--- config.mk ---
export PLATFORM = sky130hd
export DESIGN_NAME = regfile_dump
export DESIGN_NICKNAME = d
export VERILOG_FILES = /design/src/rtl/regfile_pkg.sv /design/src/rtl/regfile_dump_outreg.sv /design/src/rtl/regfile_dump.sv
export SDC_FILE = /design/constraint.sdc
export NUM_CORES = 1
export LEC_CHECK = 0
export CORE_UTILIZATION = 44
export DETAILED_ROUTE_END_ITERATION = 10
export HOLD_SLACK_MARGIN = 0.15
export PLACE_DENSITY_LB_ADDON = 0.15
export SLEW_MARGIN = 5
export SYNTH_ARGS = -nofsm -noshare
export SYNTH_HDL_FRONTEND = slang
export SYNTH_SLANG_ARGS = --single-unit
--- constraint.sdc ---
create_clock -name clk -period 2 [get_ports clk]
set_clock_uncertainty 0.1 [all_clocks]
set_input_delay 0.3 -clock clk [delete_from_list [all_inputs] [get_ports clk]]
set_output_delay 0.3 -clock clk [all_outputs]
set_load 0.02 [all_outputs]
--- src/rtl/regfile_pkg.sv ---
// rtl/regfile_pkg.sv - shared widths and dump state encoding for the register-file dump block
package regfile_pkg;

  localparam int DATA_W   = 16;
  localparam int ADDR_W   = 4;
  localparam int NUM_REGS = 2 ** ADDR_W;

  typedef enum logic [1:0] {
    IDLE  = 2'd0,
    RUN   = 2'd1,
    DRAIN = 2'd2
  } dump_state_e;

endpackage

--- src/rtl/regfile_dump_outreg.sv ---
// rtl/regfile_dump_outreg.sv - single-entry valid/ready output register carrying data, addr and last
module regfile_dump_outreg
  import regfile_pkg::*;
#(
  parameter int DATA_W = regfile_pkg::DATA_W,
  parameter int ADDR_W = regfile_pkg::ADDR_W
) (
  input  logic              clk,
  input  logic              rst_n,
  input  logic              load,
  input  logic [DATA_W-1:0] load_data,
  input  logic [ADDR_W-1:0] load_addr,
  input  logic              load_last,
  input  logic              ready,
  output logic              room,
  output logic              valid,
  output logic [DATA_W-1:0] data,
  output logic [ADDR_W-1:0] addr,
  output logic              last
);

  // The slot can take a new word when empty or when its current word leaves this cycle.
  assign room = !valid || ready;

  // Capture on load; otherwise drop valid once the held word is accepted. Contents stay put while stalled.
  always_ff @(posedge clk or negedge rst_n) begin
    if (!rst_n) begin
      valid <= 1'b0;
      data  <= '0;
      addr  <= '0;
      last  <= 1'b0;
    end else if (load) begin
      valid <= 1'b1;
      data  <= load_data;
      addr  <= load_addr;
      last  <= load_last;
    end else if (valid && ready) begin
      valid <= 1'b0;
    end
  end

endmodule

--- src/rtl/regfile_dump.sv ---
// rtl/regfile_dump.sv - streams a window of register-file entries out through a valid/ready port
module regfile_dump
  import regfile_pkg::*;
#(
  parameter int DATA_W = regfile_pkg::DATA_W,
  parameter int ADDR_W = regfile_pkg::ADDR_W
) (
  input  logic              clk,
  input  logic              rst_n,
  input  logic              start,
  input  logic [ADDR_W-1:0] start_addr,
  input  logic [ADDR_W:0]   count,
  output logic              busy,
  output logic [ADDR_W-1:0] rf_read_addr,
  input  logic [DATA_W-1:0] rf_read_data,
  output logic              out_valid,
  input  logic              out_ready,
  output logic [DATA_W-1:0] out_data,
  output logic [ADDR_W-1:0] out_addr,
  output logic              out_last,
  output logic              done
);

  localparam logic [ADDR_W:0] MAX_CNT = (ADDR_W + 1)'(2 ** ADDR_W);
  localparam logic [ADDR_W:0] ONE     = (ADDR_W + 1)'(1);

  dump_state_e       state, state_next;
  logic [ADDR_W-1:0] ptr, ptr_next;
  logic [ADDR_W:0]   rem, rem_next;
  logic [ADDR_W:0]   count_sat;
  logic              done_next;
  logic              load;
  logic              room;

  // Requests longer than the register file are clipped to one full pass.
  assign count_sat = (count > MAX_CNT) ? MAX_CNT : count;

  assign busy         = (state != IDLE);
  assign rf_read_addr = (state == RUN) ? ptr : '0;

  // Next-state logic: pointer/remaining only advance when the output slot accepts a word.
  always_comb begin
    state_next = state;
    ptr_next   = ptr;
    rem_next   = rem;
    done_next  = 1'b0;
    load       = 1'b0;
    case (state)
      IDLE: begin
        if (start && (count != '0)) begin
          state_next = RUN;
          ptr_next   = start_addr;
          rem_next   = count_sat;
        end
      end
      RUN: begin
        if (room) begin
          load     = 1'b1;
          ptr_next = ptr + 1'b1;
          rem_next = rem - ONE;
          if (rem == ONE) begin
            state_next = DRAIN;
          end
        end
      end
      DRAIN: begin
        if (out_valid && out_ready && out_last) begin
          state_next = IDLE;
          done_next  = 1'b1;
        end
      end
      default: state_next = IDLE;
    endcase
  end

  // State, pointer, remaining count and the registered done pulse.
  always_ff @(posedge clk or negedge rst_n) begin
    if (!rst_n) begin
      state <= IDLE;
      ptr   <= '0;
      rem   <= '0;
      done  <= 1'b0;
    end else begin
      state <= state_next;
      ptr   <= ptr_next;
      rem   <= rem_next;
      done  <= done_next;
    end
  end

  regfile_dump_outreg #(
    .DATA_W(DATA_W),
    .ADDR_W(ADDR_W)
  ) u_outreg (
    .clk      (clk),
    .rst_n    (rst_n),
    .load     (load),
    .load_data(rf_read_data),
    .load_addr(ptr),
    .load_last(rem == ONE),
    .ready    (out_ready),
    .room     (room),
    .valid    (out_valid),
    .data     (out_data),
    .addr     (out_addr),
    .last     (out_last)
  );

endmodule

==> metrics.txt <==
CP Capture Type=flop; Num CTS Buffers=5; Chip Height=61.65 µm; initial DRC count=88; required time at the worst-slack endpoint=2.17 ns; power density cells=1556 nW/µm²; I/O pin count=57; #FFs+latches synth=34; area of the multi-input gates=665.6 µm²; Die Wd=between 60 and 70 µm; number of cells on the critical path=5; CTS Sinks=34; Reg-to-Reg End=rem[3]; root buffer cell=clkbuf_4; Final #Nets=270; TNS Setup=0 ns; crit path from=count[0]; net count after synthesis=around 210; gr ovfl total=0; global-route wire length before repair=just under 6000 µm; placed instance area=2206 µm²; CTS HTree Levels=2; most frequent cells in the layout=nand2_1 (65), clkdlybuf4s50_1 (51), dfrtp_1 (34), a21oi_1 (10), nor2_1 (9); Clk pin slew, worst setup/hold paths=around 0.1 ns; number of port buffers=56; setup violators final=0; DR vias=1443; Design Power=roughly 3.5 mW; residual DRC count=0; cell family with most CP delay=simple AND/OR/NAND/NOR gates; CTS Buffer Depth=2; CP bufs+invs=1; Leak=1.054 nW; cells after synthesis=175; Starting Density=0.4654; drt first pass iters=4; # diodes=0; Row Count=21; cell area after layout=2248 µm²; worst skew pair latency=0.34 ns; Post-DP HPWL=2569 µm; Avg Vias per Cell=5.063; met3 usage=0.05042; Worst setup SP type=input port; grt peak-use layer=met2; Ys Warns=0; Post-synth EDFFs=0; grt met2 use=0.3472; routed wire length per instance=13.20 µm; Placed Cells incl. Taps=277; Layout area overhead=43.65%; fin cells=285; share of the yosys chip area belonging to registers=0.5436; Post-DRT Antenna Nets=0; crit path to=rem[0]; crit-path cells=clkdlybuf4s50_1 -> or4_4 -> o211ai_4 -> and2_1 -> mux2i_1; Final Max Tran Viols=0; CP max-delay cell=or4_4; Post-Route WL=3763 µm; Core ar.=approximately 3400 µm²; filler cell count=~300; fin crit share=0.9304; reg2reg start=state[1]; post-synthesis async set-or-reset flop share=1.000; Netlist Area Pre-Place=1565 µm²; largest net degree at the start of global routing=35; post-synth cell types=27; CTS tree=done; most common cell after layout, fill and taps aside=nand2_1; flop2flop setup slack=0.17 ns; vias in the first global route=~1300; WP data arrival=between 2 and 2.5 ns; Final Hold Vio Count=0; GRT met1 Usage=0.2809; Post-Syn Area per Cell=approximately 9 µm²; Max Freq=~540 MHz; share of layout cells above drive strength 1=0.1004; Tmin final=1.861 ns; max cap viols=0; Most used DFF post-synth=dfrtp_1; Reg2Reg Depth=6; register area=about 850 µm²; Slew HR=0.7143; initial antenna violation count=0; final core utilization=0.6685; critical path's largest stage delay=0.56 ns; critical path fanouts, max=9; final RePlAce weighted congestion=0.7991; WS Path Type=in -> reg; Die Area=3800 µm²; status=finished, final reports clean; Max IR drop VDD=0.0008657 V; Hold Path Class=in -> async; RSZ-0062 raised after global routing=false; Worst-Margin Slew=0.4286 ns; GR Util All Layers=0.2176; Hold Buf Count CTS=0
[area by class of cell]
type,count,area share
clock buffers,7,0.02449
clock inverters,1,0.002226
inverters,4,0.006678
multi-input cells,129,0.2960
flip-flops and latches,34,0.3784
well taps,46,0.02560
repair buffers,64,0.2666
[synth_stat cells, types with 2 or more instances]
library cell | instances | area, µm²
and3_1 | 2 | 12.51
nor2_1 | 10 | 37.54
nand2b_1 | 2 | 12.51
inv_1 | 4 | 15.01
mux2i_1 | 2 | 20.02
nor3_1 | 2 | 10.01
nor2b_1 | 2 | 12.51
a31oi_1 | 4 | 25.02
and2_1 | 6 | 37.54
nand2_1 | 65 | 244.0
nand3_1 | 4 | 20.02
o22a_1 | 3 | 26.28
o21ai_0 | 5 | 25.02
ha_1 | 3 | 37.54
clkbuf_1 | 7 | 26.28
a21oi_1 | 10 | 50.05
dfrtp_1 | 34 | 850.8
[metal layers]
layer,part of all wire,vias to the layer above
met5,0,-
met3,0.056,8
li1,-,706
met4,0.019,0
met1,0.43,673
met2,0.50,56
[cell families after synthesis]
logic type,count (synthesis),synth area share
adders and majority gates,3,0.02398
AOI/OAI and AO/OA,28,0.1215
muxes,2,0.01279
DFF,34,0.5436
and+or+nand+nor,96,0.2646
buffers and inverters,12,0.03357
[power by group]
group | internal (mW) | switching, mW
combinational | 0.841 | 1.04
clock | 0.170 | 0.234
sequential | 0.999 | 0.216
[worst reg2reg max path, delay by kind of cell (launching register included)]
family,cells,cell delay [ns]
flops,1,0.45
simple gates,3,0.45
compound gates,1,0.41
buf+inv,2,0.32
[flip-flops by register name, indices dropped and copies added, names as in the netlist]
name,flops
u_outreg.data,16
rem,5
ptr,4
u_outreg.addr,4
state,2
done,1
u_outreg.last,1
u_outreg.valid,1
[timing repair]
action	CTS	global route
setup endpoints to repair	5	17
buffers inserted	0	0
resized for setup	6	9
[how the worst min path moves through the flow]
stage,slack (ns),to,startpoint,cells after the start
finish,0.26,state[1],rst_n,2
global route,0.31,state[1],rst_n,2
CTS,0.27,u_outreg.data[0],rst_n,2
detailed placement,0.36,u_outreg.data[1],u_outreg.data[1],2
global placement,0.36,u_outreg.data[4],u_outreg.data[4],2
floorplan,-0.1,done,rst_n,0
[metrics by stage]
step	hold slack, ns	worst slack, ns
after CTS	0.2675	0.0001315
after detailed placement	0.3617	-0.2440
after global routing	0.3135	0.05277
final	0.2605	0.1393
after global placement	0.3563	-0.1730
after floorplan	-0.09559	0.2964
No activity file was read; power rests on OpenSTA's default activity.
